===== src/rtl/fsic_io_serdes_tx.sv =====
// FSIC IO serdes lane transmitter: pCLK_RATIO-bit words out LSB first, one bit per ioclk.
// Latency: push into an empty FIFO reaches the pin one cycle after the next slot edge; lead-in is pTX_LEAD cycles.
// Backpressure: txdata_in_ready = !full. Optional FSIC_SERDES_TX_UNDERRUN_CNT_EN adds a saturating underrun counter.

module fsic_io_serdes_tx_fifo #(
  parameter int W     = 4,
  parameter int DEPTH = 2,
  parameter int LW    = $clog2(DEPTH + 1)
) (
  input  logic          ioclk,
  input  logic          axis_rst_n,
  input  logic          push,
  input  logic [W-1:0]  push_dat,
  input  logic          pop,
  output logic [W-1:0]  head_dat,
  output logic [LW-1:0] level
);
  localparam int PW = (DEPTH > 1) ? $clog2(DEPTH) : 1;

  logic [W-1:0]  mem [DEPTH];
  logic [PW-1:0] wr_ptr, rd_ptr;

  assign head_dat = mem[rd_ptr];

  // Pointers wrap explicitly so DEPTH need not be a power of two.
  always_ff @(posedge ioclk or negedge axis_rst_n) begin
    if (!axis_rst_n) begin
      for (int i = 0; i < DEPTH; i++) mem[i] <= '0;
      wr_ptr <= '0;
      rd_ptr <= '0;
      level  <= '0;
    end else begin
      if (push) begin
        mem[wr_ptr] <= push_dat;
        wr_ptr      <= (wr_ptr == PW'(DEPTH - 1)) ? '0 : wr_ptr + 1'b1;
      end
      if (pop) rd_ptr <= (rd_ptr == PW'(DEPTH - 1)) ? '0 : rd_ptr + 1'b1;
      case ({push, pop})
        2'b10:   level <= level + 1'b1;
        2'b01:   level <= level - 1'b1;
        default: level <= level;
      endcase
    end
  end
endmodule

module fsic_io_serdes_tx #(
  parameter int pCLK_RATIO    = 4,
  parameter int pTxFIFO_DEPTH = 2,
  parameter int pTX_LEAD      = 4
) (
  input  logic                                 ioclk,
  input  logic                                 axis_rst_n,
  input  logic                                 txen,
  input  logic [pCLK_RATIO-1:0]                txdata_in,
  input  logic                                 txdata_in_valid,
  output logic                                 txdata_in_ready,
  output logic                                 Serial_Data_out,
  output logic                                 txen_out,
  output logic                                 tx_underrun,
`ifdef FSIC_SERDES_TX_UNDERRUN_CNT_EN
  output logic [15:0]                          tx_underrun_cnt,
`endif
  output logic [$clog2(pTxFIFO_DEPTH+1)-1:0]   tx_fifo_level
);
  localparam int LW = $clog2(pTxFIFO_DEPTH + 1);
  localparam int PW = $clog2(pCLK_RATIO);
  localparam int CW = $clog2(pTX_LEAD + 1);

  typedef enum logic [1:0] {IDLE, LEAD, RUN, DRAIN} state_t;

  state_t                state;
  logic [PW-1:0]         phase_cnt;
  logic [CW-1:0]         lead_cnt;
  logic [pCLK_RATIO-1:0] shreg;
  logic [pCLK_RATIO-1:0] head_dat;
  logic [pCLK_RATIO-1:0] load_word;
  logic                  fifo_empty, slot_edge, lead_done, load, push, pop;

  assign txdata_in_ready = (tx_fifo_level != LW'(pTxFIFO_DEPTH));
  assign fifo_empty      = (tx_fifo_level == '0);
  assign push            = txdata_in_valid && txdata_in_ready;
  assign slot_edge       = ((state == RUN) || (state == DRAIN)) && (phase_cnt == PW'(pCLK_RATIO - 1));
  assign lead_done       = (state == LEAD) && (lead_cnt == CW'(pTX_LEAD - 1));
  // A slot is only filled when the lane stays enabled; a drain ending leaves the FIFO untouched.
  assign load            = txen && (lead_done || slot_edge);
  assign pop             = load && !fifo_empty;
  assign load_word       = fifo_empty ? '0 : head_dat;

  fsic_io_serdes_tx_fifo #(.W(pCLK_RATIO), .DEPTH(pTxFIFO_DEPTH), .LW(LW)) u_fifo (
    .ioclk      (ioclk),
    .axis_rst_n (axis_rst_n),
    .push       (push),
    .push_dat   (txdata_in),
    .pop        (pop),
    .head_dat   (head_dat),
    .level      (tx_fifo_level)
  );

  always_ff @(posedge ioclk or negedge axis_rst_n) begin
    if (!axis_rst_n) begin
      state           <= IDLE;
      phase_cnt       <= '0;
      lead_cnt        <= '0;
      shreg           <= '0;
      Serial_Data_out <= 1'b0;
      txen_out        <= 1'b0;
      tx_underrun     <= 1'b0;
    end else begin
      tx_underrun <= load && fifo_empty;
      if (load) begin
        state           <= RUN;
        phase_cnt       <= '0;
        shreg           <= load_word >> 1;
        Serial_Data_out <= load_word[0];
      end else begin
        case (state)
          IDLE: begin
            Serial_Data_out <= 1'b0;
            lead_cnt        <= '0;
            if (txen) begin
              state    <= LEAD;
              txen_out <= 1'b1;
            end
          end
          LEAD: begin
            lead_cnt <= lead_cnt + 1'b1;
            if (!txen) begin
              state    <= IDLE;
              txen_out <= 1'b0;
            end
          end
          default: begin
            if (slot_edge) begin
              state           <= IDLE;
              txen_out        <= 1'b0;
              Serial_Data_out <= 1'b0;
              shreg           <= '0;
              phase_cnt       <= '0;
            end else begin
              state           <= txen ? RUN : DRAIN;
              phase_cnt       <= phase_cnt + 1'b1;
              Serial_Data_out <= shreg[0];
              shreg           <= shreg >> 1;
            end
          end
        endcase
      end
    end
  end

`ifdef FSIC_SERDES_TX_UNDERRUN_CNT_EN
  always_ff @(posedge ioclk or negedge axis_rst_n) begin
    if (!axis_rst_n)                             tx_underrun_cnt <= '0;
    else if (tx_underrun && tx_underrun_cnt != 16'hFFFF) tx_underrun_cnt <= tx_underrun_cnt + 1'b1;
  end
`endif
endmodule


===== config.mk =====
export PLATFORM = sky130hd
export DESIGN_NAME = fsic_io_serdes_tx
export DESIGN_NICKNAME = d
export VERILOG_FILES = /design/src/rtl/fsic_io_serdes_tx.sv
export SDC_FILE = /design/constraint.sdc
export NUM_CORES = 1
export LEC_CHECK = 0
export ABC_AREA = 1
export CAP_MARGIN = 20
export CORE_ASPECT_RATIO = 1.25
export CORE_MARGIN = 2
export CORE_UTILIZATION = 30
export CTS_CLUSTER_DIAMETER = 150
export CTS_CLUSTER_SIZE = 10
export DETAILED_ROUTE_END_ITERATION = 8
export PLACE_DENSITY_LB_ADDON = 0.3
export SLEW_MARGIN = 20
export SYNTH_ARGS = -nofsm -noshare
export SYNTH_HDL_FRONTEND = slang
export SYNTH_SLANG_ARGS = --single-unit
export TNS_END_PERCENT = 100

===== constraint.sdc =====
create_clock -name ioclk -period 2.6 [get_ports ioclk]
set_input_delay 0.39 -clock ioclk [delete_from_list [all_inputs] [get_ports ioclk]]
set_output_delay 0.39 -clock ioclk [all_outputs]
set_load 0.05 [all_outputs]

==> flow_metrics.env <==
export IMPL_reg2reg_depth=10
export IMPL_worstSetupPathType="reg -> out"
export IMPL_cp_arrival_ps=1650
export IMPL_initialDrtViolationCount=32
export IMPL_setup_violations=0
export IMPL_dieHeight_um=75.5
export IMPL_startpoint="u_fifo.level[0]$_DFFE_PN0P_"
export IMPL_postRouteAntennaNets=0
export IMPL_post_route_min_period_ps=2040
export IMPL_dp_hpwl_mm=1.68
export IMPL_endpoint_kind="primary output"
export IMPL_synthXorXnorAreaFrac=0.0143
export IMPL_relSlewSlack=0.650
export IMPL_synth_top_cell_area_share=0.510
export IMPL_path_clk_slew_ps=80
export IMPL_synth_top_family_by_area="simple AND/OR/NAND/NOR gates"
export IMPL_die_w_um=61.2
export IMPL_num_fill_cells=434
export IMPL_clk_path_buf_depth=2
export IMPL_hp_class="in -> async"
export IMPL_design_core_area_mm2=0.00400
export IMPL_period_share=0.787
export IMPL_worst_slew_pin_slew_ps=523
export IMPL_grt_start_max_net_pins=26
export IMPL_vdd_ir_drop_max_mv=0.406
export IMPL_async_reset_ff_frac=1.00
export IMPL_synth_simple_area_share=0.214
export IMPL_syn_area_mm2=0.00123
export IMPL_ctsHoldBuffers=0
export IMPL_synth_ff_type="dfrtp_1"
export IMPL_synth_cell_types=26
export IMPL_fmax_mhz=489
export IMPL_regArea_um2=626
export IMPL_power_density_mw_per_mm2=1190
export IMPL_overflow=0
export IMPL_r2r_setup_slack_ps=650
export IMPL_io_pins=14
export IMPL_yosysTopAreaCell="dfrtp_1"
export IMPL_rsz0062_at_grt="false"
export IMPL_initial_core_util=0.307
export IMPL_slew_viol_final=0
export IMPL_ys_seq_area_frac=0.510
export IMPL_yosys_warnings=0
export IMPL_routabilityCongestion=0.864
export IMPL_final_net_count=174
export IMPL_status="completed"
export IMPL_path_max_fanout=7
export IMPL_r2r_start="lead_cnt[0]$_DFFE_PN0P_"
export IMPL_post_synth_top_count_cell="nand2_1"
export IMPL_area_growth_pct=19.7
export IMPL_dieArea_mm2=0.00462
export IMPL_crit_path_end="txdata_in_ready"
export IMPL_clk_latency_ps=260
export IMPL_drive_above_1_share=0.106
export IMPL_htree_levels=1
export IMPL_synth_edf_count=0
export IMPL_grt_antenna_before_repair=0
export IMPL_synthAdderAreaFrac=0.0408
export IMPL_worstPathRequired_ps=2210
export IMPL_hold_viol=0
export IMPL_vias=973
export IMPL_cts_made_buffers=3
export IMPL_synth_nets=156
export IMPL_synth_common_cells="nand2_1 (41), dfrtp_1 (25), inv_1 (17), a21oi_1 (9)"
export IMPL_synth_compound_area_frac=0.146
export IMPL_synthTopCellsByArea="dfrtp_1 (51%), nand2_1 (13%), inv_1 (5.2%)"
export IMPL_synth_cells=144
export IMPL_num_rows=26
export IMPL_setup_worst_path_start_class="register"
export IMPL_synth_mux_area_frac=0
export IMPL_r2r_end="u_fifo.level[1]$_DFFE_PN0P_"
export IMPL_grt_total_usage=0.112
export IMPL_cts_root_buffer="clkbuf_8"
export IMPL_cts_tree="yes"
export IMPL_routed_wl_mm=2.19
export IMPL_multi_input_area_um2=509
export IMPL_grt_pass1_vias=946
export IMPL_n_antenna_cell=0
export IMPL_grt_pass1_wl_mm=4.00
export IMPL_finalSetupTns_ps=0
export IMPL_cts_setup_buffers=0
export IMPL_maxCapViolations=0
export IMPL_ctsResizeCount=0
export IMPL_drcViolationCount=0
export IMPL_via_per_inst=4.48
export IMPL_numPortBuffers=13
export IMPL_clock_sinks=25
export IMPL_p_total_mw=1.75
export IMPL_finClkSkew_ps=2.31
export IMPL_dr_pass1_iters=4
export IMPL_p_leak_nw=0.717
export IMPL_ys_ff_latch=25
export IMPL_syn_avg_cell_area_um2=8.52
export IMPL_routedWlPerCell_um=10.1
## per-stage QoR
stage / hold slack (ps) / area (um^2) / std cells / setup slack [ps] / util
floorplan: 94.4 / 1230 / 144 / 716 / -
detailed placement: 461 / 1420 / 213 / 586 / 0.356
global placement: 460 / 1420 / 213 / 625 / 0.356
global route: 516 / 1470 / 217 / 456 / 0.367
CTS: 483 / 1470 / 217 / 539 / 0.367
finish: 476 / 1470 / 217 / 555 / 0.367
## routing by layer
layer  share of wire  routed length, um  up-vias  global-route usage
met5               0                  0        -                   0
met4          0.0087                 19        0              0.0290
met3           0.030                 66        4              0.0204
met2            0.49               1080       12               0.187
met1            0.47               1020      461               0.149
li1                -                  -      496                   -
## layout make-up
cell class,instances,area share
clock buffers,4,0.0307
inverters,21,0.0554
multi-input cells,97,0.347
flip-flops and latches,25,0.426
well taps,56,0.0477
repair buffers,14,0.0937
## worst min-delay path by stage
stage          cells after the start  slack, ps            startpoint                           to
6_report                           2        480            axis_rst_n  Serial_Data_out$_DFFE_PN0P_
3_3_place_gp                       2        460  txen_out$_DFFE_PN0P_         txen_out$_DFFE_PN0P_
4_1_cts                            2        480  txen_out$_DFFE_PN0P_         txen_out$_DFFE_PN0P_
3_5_place_dp                       2        460  txen_out$_DFFE_PN0P_         txen_out$_DFFE_PN0P_
5_1_grt                            2        520            axis_rst_n  Serial_Data_out$_DFFE_PN0P_
2_1_floorplan                      0         90            axis_rst_n  Serial_Data_out$_DFFE_PN0P_
## critical path, cell delays in order, from the launching register on
cell             delay [ps]
dfrtp_1                 480
inv_2                    70
nand2_1                  60
clkdlybuf4s50_1         790
## flip-flops by register name (all words and copies together) (netlist names), 2 cells and up
name / count
u_fifo.mem: 8
lead_cnt: 3
shreg: 3
phase_cnt: 2
state: 2
u_fifo.level: 2
## power breakdown
part	total [mW]	switching, mW	internal (mW)
clock	0.225	0.116	0.109
sequential	0.719	0.152	0.567
combinational	0.805	0.500	0.304
total	1.75	0.768	0.980
## placed cells by master, fill, tap and decap left out
cell type,netlist,final
a21boi_2,1,1
a21oi_1,9,9
a21oi_2,1,1
a31oi_1,1,1
buf_4,0,1
clkbuf_1,0,1
clkbuf_8,0,3
clkdlybuf4s50_1,0,13
dfrtp_1,25,25
ha_1,4,4
inv_1,17,17
inv_2,3,3
inv_4,1,1
nand2_1,41,41
nand2_2,3,3
nand2_4,1,1
nand3_1,3,3
nand3_2,1,1
nand3b_1,1,1
nor2_1,8,8
nor2_4,1,1
nor3_1,1,1
o211ai_1,1,1
o21ai_0,6,6
o21ai_1,8,8
o21ai_2,1,1
o22ai_1,2,2
o2bb2ai_1,1,1
xnor2_1,2,2
## cells by family (layout without fill, tap and decap cells)
group | count (synthesis) | in the layout
simple gates | 60 | 60
buf+inv | 22 | 39
fa+ha+maj | 4 | 4
flops | 25 | 25
xor+xnor | 2 | 2
compound gates | 31 | 31
Note: power is estimated with default switching activity, not from simulation.
